==> src/rtl/multdiv_pkg.sv <==
// multdiv_pkg: shared encodings for the mul/div sequencing controller
package multdiv_pkg;
  localparam logic [4:0] OPC_ALU = 5'b00000;
  localparam logic [4:0] ALUOP_MUL = 5'b00110;
  localparam logic [4:0] ALUOP_DIV = 5'b00111;
  localparam logic [31:0] EXC_MUL = 32'd1;
  localparam logic [31:0] EXC_DIV = 32'd2;
  typedef enum logic [1:0] {IDLE = 2'd0, BUSY = 2'd1, DONE = 2'd2} state_t;
endpackage

==> src/rtl/md_decode.sv <==
// md_decode: flags a mul/div in the DX latch; also used by the bypass logic
module md_decode
  import multdiv_pkg::*;
(
  input  logic [31:0] dx_insn,
  output logic        is_md,
  output logic        is_div
);
  logic w_unused;
  assign w_unused = ^{dx_insn[26:7], dx_insn[1:0]};
  assign is_md = (dx_insn[31:27] == OPC_ALU) && (dx_insn[6:2] == ALUOP_MUL || dx_insn[6:2] == ALUOP_DIV);
  assign is_div = dx_insn[2];
endmodule

==> src/rtl/multdiv_sched.sv <==
// multdiv_sched: issues the multdiv start pulse, stalls until result or
// watchdog, then presents the result for one advancing cycle.
module multdiv_sched
  import multdiv_pkg::*;
#(
  parameter int TIMEOUT = 40,
  parameter int CNT_W = 6
) (
  input  logic        clock,
  input  logic        reset,
  input  logic [31:0] dx_insn,
  input  logic        flush,
  input  logic        pipe_hold,
  input  logic        md_result_rdy,
  input  logic        md_exception,
  input  logic [31:0] md_result,
  output logic        ctrl_mult,
  output logic        ctrl_div,
  output logic        stall,
  output logic        md_done,
  output logic [31:0] result_out,
  output logic        exception_out,
  output logic [31:0] exc_code,
  output logic        timeout
);
  state_t r_state, w_next;
  logic [CNT_W-1:0] r_cnt;
  logic r_op_is_div, r_exc, r_timeout;
  logic [31:0] r_result;
  logic w_is_md, w_is_div, w_start, w_expire;
  md_decode u_dec (.dx_insn(dx_insn), .is_md(w_is_md), .is_div(w_is_div));
  always_comb begin
    w_next = r_state;
    w_start = r_state == IDLE && w_is_md && !flush && !reset;
    w_expire = r_state == BUSY && !md_result_rdy && r_cnt == CNT_W'(TIMEOUT - 1);
    case (r_state)
      IDLE: w_next = w_start ? BUSY : IDLE;
      BUSY: w_next = (md_result_rdy || w_expire) ? DONE : BUSY;
      DONE: w_next = pipe_hold ? DONE : IDLE;
      default: w_next = IDLE;
    endcase
    ctrl_mult = w_start && !w_is_div;
    ctrl_div = w_start && w_is_div;
    stall = w_start || r_state == BUSY || (r_state == DONE && pipe_hold);
    md_done = r_state == DONE;
  end
  always_ff @(posedge clock) begin
    if (reset) begin
      r_state <= IDLE;
      r_cnt <= '0;
      r_op_is_div <= 1'b0;
      r_result <= '0;
      r_exc <= 1'b0;
      r_timeout <= 1'b0;
    end else begin
      r_state <= w_next;
      if (w_start) begin
        r_op_is_div <= w_is_div;
        r_cnt <= '0;
      end
      if (r_state == BUSY) begin
        r_cnt <= r_cnt + CNT_W'(1);
        // a result arriving on the expiry cycle takes priority over the watchdog
        if (md_result_rdy) begin
          r_result <= md_result;
          r_exc <= md_exception;
        end else if (w_expire) begin
          r_result <= '0;
          r_exc <= 1'b1;
          r_timeout <= 1'b1;
        end
      end
    end
  end
  assign result_out = r_result;
  assign exception_out = r_exc;
  assign timeout = r_timeout;
  assign exc_code = r_exc ? (r_op_is_div ? EXC_DIV : EXC_MUL) : 32'd0;
endmodule

==> config.mk <==
export PLATFORM = sky130hd
export DESIGN_NAME = multdiv_sched
export DESIGN_NICKNAME = d
export VERILOG_FILES = /design/src/rtl/multdiv_pkg.sv /design/src/rtl/md_decode.sv /design/src/rtl/multdiv_sched.sv
export SDC_FILE = /design/constraint.sdc
export NUM_CORES = 1
export LEC_CHECK = 0
export ABC_AREA = 1
export CAP_MARGIN = 20
export CORE_MARGIN = 3
export CORE_UTILIZATION = 36
export DETAILED_ROUTE_END_ITERATION = 8
export PLACE_DENSITY_LB_ADDON = 0.12
export RECOVER_POWER = 25
export SLEW_MARGIN = 10
export SYNTH_ARGS = -nofsm -noshare
export SYNTH_HDL_FRONTEND = slang
export SYNTH_SLANG_ARGS = --single-unit
==> constraint.sdc <==
create_clock -name clock -period 1.6 [get_ports clock]
set_input_delay 0.32 -clock clock [delete_from_list [all_inputs] [get_ports clock]]
set_output_delay 0.32 -clock clock [all_outputs]
set_load 0.01 [all_outputs]
# == Word level (Yosys, flattened, before mapping) ==
# Index checks and enable logic that the tools add are counted.
# totals
ff_bits,43
output_inout_bits,70
# op_classes
addsub,1
n_eq_ne,5
mux,12
n_bitwise,1
reduce_logical,23
# ops
cell,count
$mux W32,2
$mux W6,2
$eq A5 B3 Y1 const B,2
$logic_and A1 B1 Y1,9
$mux W2,4
$add A6 B1 Y6 const B,1
$eq A6 B6 Y1 const B,1
$pmux W2 S3,1
$logic_not A5 Y1,1
$logic_not A1 Y1,4
$logic_or A1 B1 Y1,4
$reduce_bool A2 Y1,2
$mux W1,3
$reduce_and A3 Y1,1
$eq A2 B1 Y1 const B,1
$eq A2 B2 Y1 const B,1
$logic_not A2 Y1,1
$reduce_and A2 Y1,1
$not A1 Y1,1

# == Longest topological paths before layout ==
# depth
ltp_word,8
depth_mapped,8
depth_no_buf,8

# == Hierarchy ==
# A second synthesis with hierarchy kept.
# hier_totals
cells_unflattened,269
hier_area_um2,2025.7
# modules_own_cells
module,instances,cells_each,area_per_inst_um2
multdiv_sched,1,258,1976.9
md_decode,1,11,48.8

# == Worst setup path after synthesis ==
# No wires, ideal clock.
# synth_timing
path_kind,input port to output port
start,in dx_insn[31]
end,out stall
arrival_time_ns,1.000
required_time_ns,1.280
slack_ns,0.280
path_stages,5
path_cell_list,or2_1 -> nor2_1 -> nand2_1 -> nand2_1 -> or2_1
# synth_via
elab_chain_cells,7
# synth_lines
item,line_no,rtl
start: declaration,multdiv_sched.sv:11,"input logic [31:0] dx_insn,"
$logic_not A5 Y1,md_decode.sv:11,assign is_md = (dx_insn[31:27] == OPC_ALU) && (dx_insn[6:2] == ALUOP_MUL || dx_insn[6:2] == ALUOP_DIV);
$logic_and A1 B1 Y1,md_decode.sv:11,
$logic_and A1 B1 Y1 (3 in a row),multdiv_sched.sv:34,w_start = r_state == IDLE && w_is_md && !flush && !reset;
$logic_or A1 B1 Y1 (2 in a row),multdiv_sched.sv:44,stall = w_start || r_state == BUSY || (r_state == DONE && pipe_hold);
end: declaration,multdiv_sched.sv:19,"output logic stall,"
# No other way between the ends.

# == Worst setup path after layout ==
# layout_timing
start,reg r_state[1]
end,out stall
# layout_via
elab_chain_cells,6
word_cells_on_any_way,9
# layout_lines
item,line_no,rtl
start: declaration,multdiv_sched.sv:26,"state_t r_state, w_next;"
start signal: assignment,multdiv_sched.sv:56,r_state <= w_next;
$logic_not A2 Y1,multdiv_sched.sv:34,
$logic_and A1 B1 Y1 (3 in a row),multdiv_sched.sv:34,
$logic_or A1 B1 Y1,multdiv_sched.sv:44,
$logic_or A1 B1 Y1 (*),multdiv_sched.sv:44,
# Every way passes the cells marked *; elsewhere a longest branch is shown, timed or not.

==> flow_metrics.env <==
export IMPL_result_of_the_run="finished, violations left"
export IMPL_violations="negative setup slack"
export IMPL_grt_first_pass_wirelength_um=8328
export IMPL_yosys_register_bits=43
export IMPL_setup_reg_to_reg_worst_slack_ps=10
export IMPL_pwr_share_seq_pct=50.8
export IMPL_cell_chosen_for_the_clock_root="sky130_fd_sc_hd__clkbuf_8"
export IMPL_total_switching_power_w=0.0004577
export IMPL_multi_input_area_um2=938.4
export IMPL_layout_area_seq_um2=864.6
export IMPL_design_area_um2=3146
export IMPL_synth_top_area_share_pct=41.30
export IMPL_period_minus_slack_ps=1633
export IMPL_finish_utilization_pct=56.78
export IMPL_crit_path_end_kind="output pin"
export IMPL_grt_ovf=0
export IMPL_gr_usage_all_layers_pct=15.77
export IMPL_synth_most_common_cell="sky130_fd_sc_hd__nand2_1"
export IMPL_synth_sequential_area_ratio_pct=41.30
export IMPL_worst_hold_path_num_cells=3
export IMPL_worstRegToRegCells=11
export IMPL_finalClockSkew_ps=8.628
export IMPL_post_route_drc_count=0
export IMPL_hold_class="primary input to flop"
export IMPL_rsz0062_at_grt="true"
export IMPL_dpl_instance_area_um2=3043
export IMPL_vias_per_cell=4.512
export IMPL_finalNetCount=457
export IMPL_critical_path_peak_fanout=3
export IMPL_cell_count_after_synthesis=280
export IMPL_tritoncts_num_buffers=5
export IMPL_holdWs_ps=444.1
export IMPL_timing_max_cap_violations=0
export IMPL_first_global_vias=1849
export IMPL_gpl_final_weighted_congestion=0.7811
export IMPL_synth_top_flop_cell="sky130_fd_sc_hd__dfxtp_1"
export IMPL_finalSetupViolCount=1
export IMPL_route_detailed_wl_per_inst_um=11.45
export IMPL_drt_first_pass_iters=4
export IMPL_die_area_um2=6740
export IMPL_final_layout_size_suffix_gt1_share_pct=13.95
export IMPL_sw_frac_of_total_pct=21.76
export IMPL_syn_mean_instance_area_um2=7.445
export IMPL_synthArstFlopShare_pct=0
export IMPL_tritoncts="built"
export IMPL_finalHoldViolations=0
export IMPL_yosys_cell_types_count=22
export IMPL_clock_sinks=43
export IMPL_crit_required_ps=1280
export IMPL_yosys_top_cells_area="sky130_fd_sc_hd__dfxtp_1, sky130_fd_sc_hd__buf_4, sky130_fd_sc_hd__a21oi_1, sky130_fd_sc_hd__nand2_1, sky130_fd_sc_hd__nand3_1"
export IMPL_synth_enable_flop_cells=0
export IMPL_floorplan_initialDensity_pct=37.62
export IMPL_power_w=0.002103
export IMPL_pin_count_of_the_biggest_net_entering_global_routing=23
export IMPL_insertion_delay_ps=300
export IMPL_combined_area_of_all_synthesized_cells_um2=2084
export IMPL_final_period_utilization_pct=102.1
export IMPL_antenna_cells_inserted=0
export IMPL_die_h_um=82.10
export IMPL_p_leak_nw=1.324
export IMPL_worst_setup_hold_path_clk_slew_ps=80
export IMPL_rows=27
export IMPL_power_per_cell_area_nw_per_um2=668.6
export IMPL_cts_max_level=2
export IMPL_min_to="result_out[8]"
export IMPL_maxSlewViolCount=0
export IMPL_p_int_w=0.001645
export IMPL_synth_commonest_cells="sky130_fd_sc_hd__nand2_1, sky130_fd_sc_hd__dfxtp_1, sky130_fd_sc_hd__a21oi_1"
export IMPL_clock_tree_buffer_depth=2
export IMPL_timing_rr_end="r_op_is_div"
export IMPL_io_buffers=87
export IMPL_synth_largest_area_cell="sky130_fd_sc_hd__dfxtp_1"
export IMPL_io_pin_count=140
export IMPL_timing_rr_start="r_state[1]"
export IMPL_hpwl_um=4082
export IMPL_max_freq_ghz=0.6123
export IMPL_die_width_um=82.10
export IMPL_grt_antenna_before_repair=0
export IMPL_fillCellCount=576
export IMPL_via_count=2071
export IMPL_fp_coreArea_um2=5540
export IMPL_fin_ws_ps=-33.19
export IMPL_totalWireLength_um=5256
export IMPL_critical_path_arrival_ps=1310
export IMPL_synth_yosys_warnings=0
export IMPL_route_antenna_remaining_nets=0
export IMPL_crit_path_start_kind="flop"
export IMPL_area_delta_synth_final_pct=50.90
export IMPL_pwr_share_clk_pct=39.8
export IMPL_first_iter_violations=65
export IMPL_worst_hold_startpoint="reset"
export IMPL_part_of_the_total_power_dissipated_in_combinational_logic_pct=9.4
export IMPL_worstSetupPathType="flop to output pin"
export IMPL_power_ir_vdd_worst_v=0.0003993
[flip-flops by register name (all words and copies together), names as in the netlist]
name / flops
exception_out: 1
r_cnt: 6
r_op_is_div: 1
r_state: 2
result_out: 32
timeout: 1
[cell type report]
class / count / area share (%)
Timing Repair Buffer: 113 / 33.77
Multi-Input combinational cell: 203 / 29.83
Sequential cell: 43 / 27.49
Tap cell: 72 / 2.864
Inverter: 20 / 2.466
Clock buffer: 5 / 2.188
Clock inverter: 3 / 1.392
[cell usage in the layout, fill, tap and decap left out, drive strengths merged, types with 12 or more instances in the layout]
| cell type | n |
|---|---|
| clkdlybuf4s50 | 70 |
| nand3 | 39 |
| buf | 27 |
| inv | 20 |
| conb | 30 |
| dlygate4sd2 | 12 |
| a21oi | 43 |
| nor2 | 23 |
| nand2 | 57 |
| dfxtp | 43 |
[what timing repair did]
| action | in CTS | in global routing |
|---|---|---|
| pin swaps | 11 | 5 |
| setup buffers | 4 | 1 |
| setup endpoints to repair | 6 | 7 |
| hold buffers | 0 | 0 |
| resized for setup | 34 | 6 |
[through the flow]
stage          worst slack (ps)  instances  TNS [ps]
2_1_floorplan             280.2        309         0
3_3_place_gp             -633.6        446     -2745
3_5_place_dp             -624.0        446     -3232
4_1_cts                  -56.46        458    -56.46
5_1_grt                  -137.9        459     -2064
6_report                 -33.19        459    -33.19
[cell families after synthesis]
| logic type | after synthesis | share of synthesized area, % |
|---|---|---|
| AND/OR/NAND/NOR | 124 | 27.19 |
| buffers and inverters | 63 | 19.03 |
| other | 1 | 0.1799 |
| AO/OA/AOI/OAI | 48 | 11.70 |
| adder cells (fa/ha/maj) | 1 | 0.6001 |
| flip-flops | 43 | 41.30 |
[routing by layer]
layer | global-route usage, % | share of wire (%)
met5 | 0 | 0
met4 | 4.319 | 0.93
met3 | 4.989 | 8.0
met2 | 26.98 | 50
met1 | 19.02 | 41
[worst max-delay path: stages, from the launching register on]
cell	delay [ps]
sky130_fd_sc_hd__dfxtp_2	370
sky130_fd_sc_hd__nor2_2	40
sky130_fd_sc_hd__nand2_1	70
sky130_fd_sc_hd__nor2_2	40
sky130_fd_sc_hd__nand2_1	80
sky130_fd_sc_hd__nand2_1	70
sky130_fd_sc_hd__or2_1	230
sky130_fd_sc_hd__buf_2	140
[worst max-delay path by stage]
stage                start  endpoint  slack [ps]
2_1_floorplan  dx_insn[31]     stall         280
3_3_place_gp   dx_insn[31]     stall        -630
3_5_place_dp   dx_insn[31]     stall        -620
4_1_cts         r_state[0]     stall         -60
5_1_grt         r_state[0]     stall        -140
6_report        r_state[1]     stall         -30
[power groups by stage]
stage | Sequential, W | Clock [W] | Combinational [W]
floorplan | 0.00109 | 0 | 0.000117
global placement | 0.00109 | 0 | 0.000202
detailed placement | 0.00109 | 0 | 0.000203
CTS | 0.00107 | 0.000871 | 0.000196
global route | 0.00107 | 0.000911 | 0.000217
finish | 0.00107 | 0.000836 | 0.000198
Note: power is estimated with default switching activity, not from simulation.
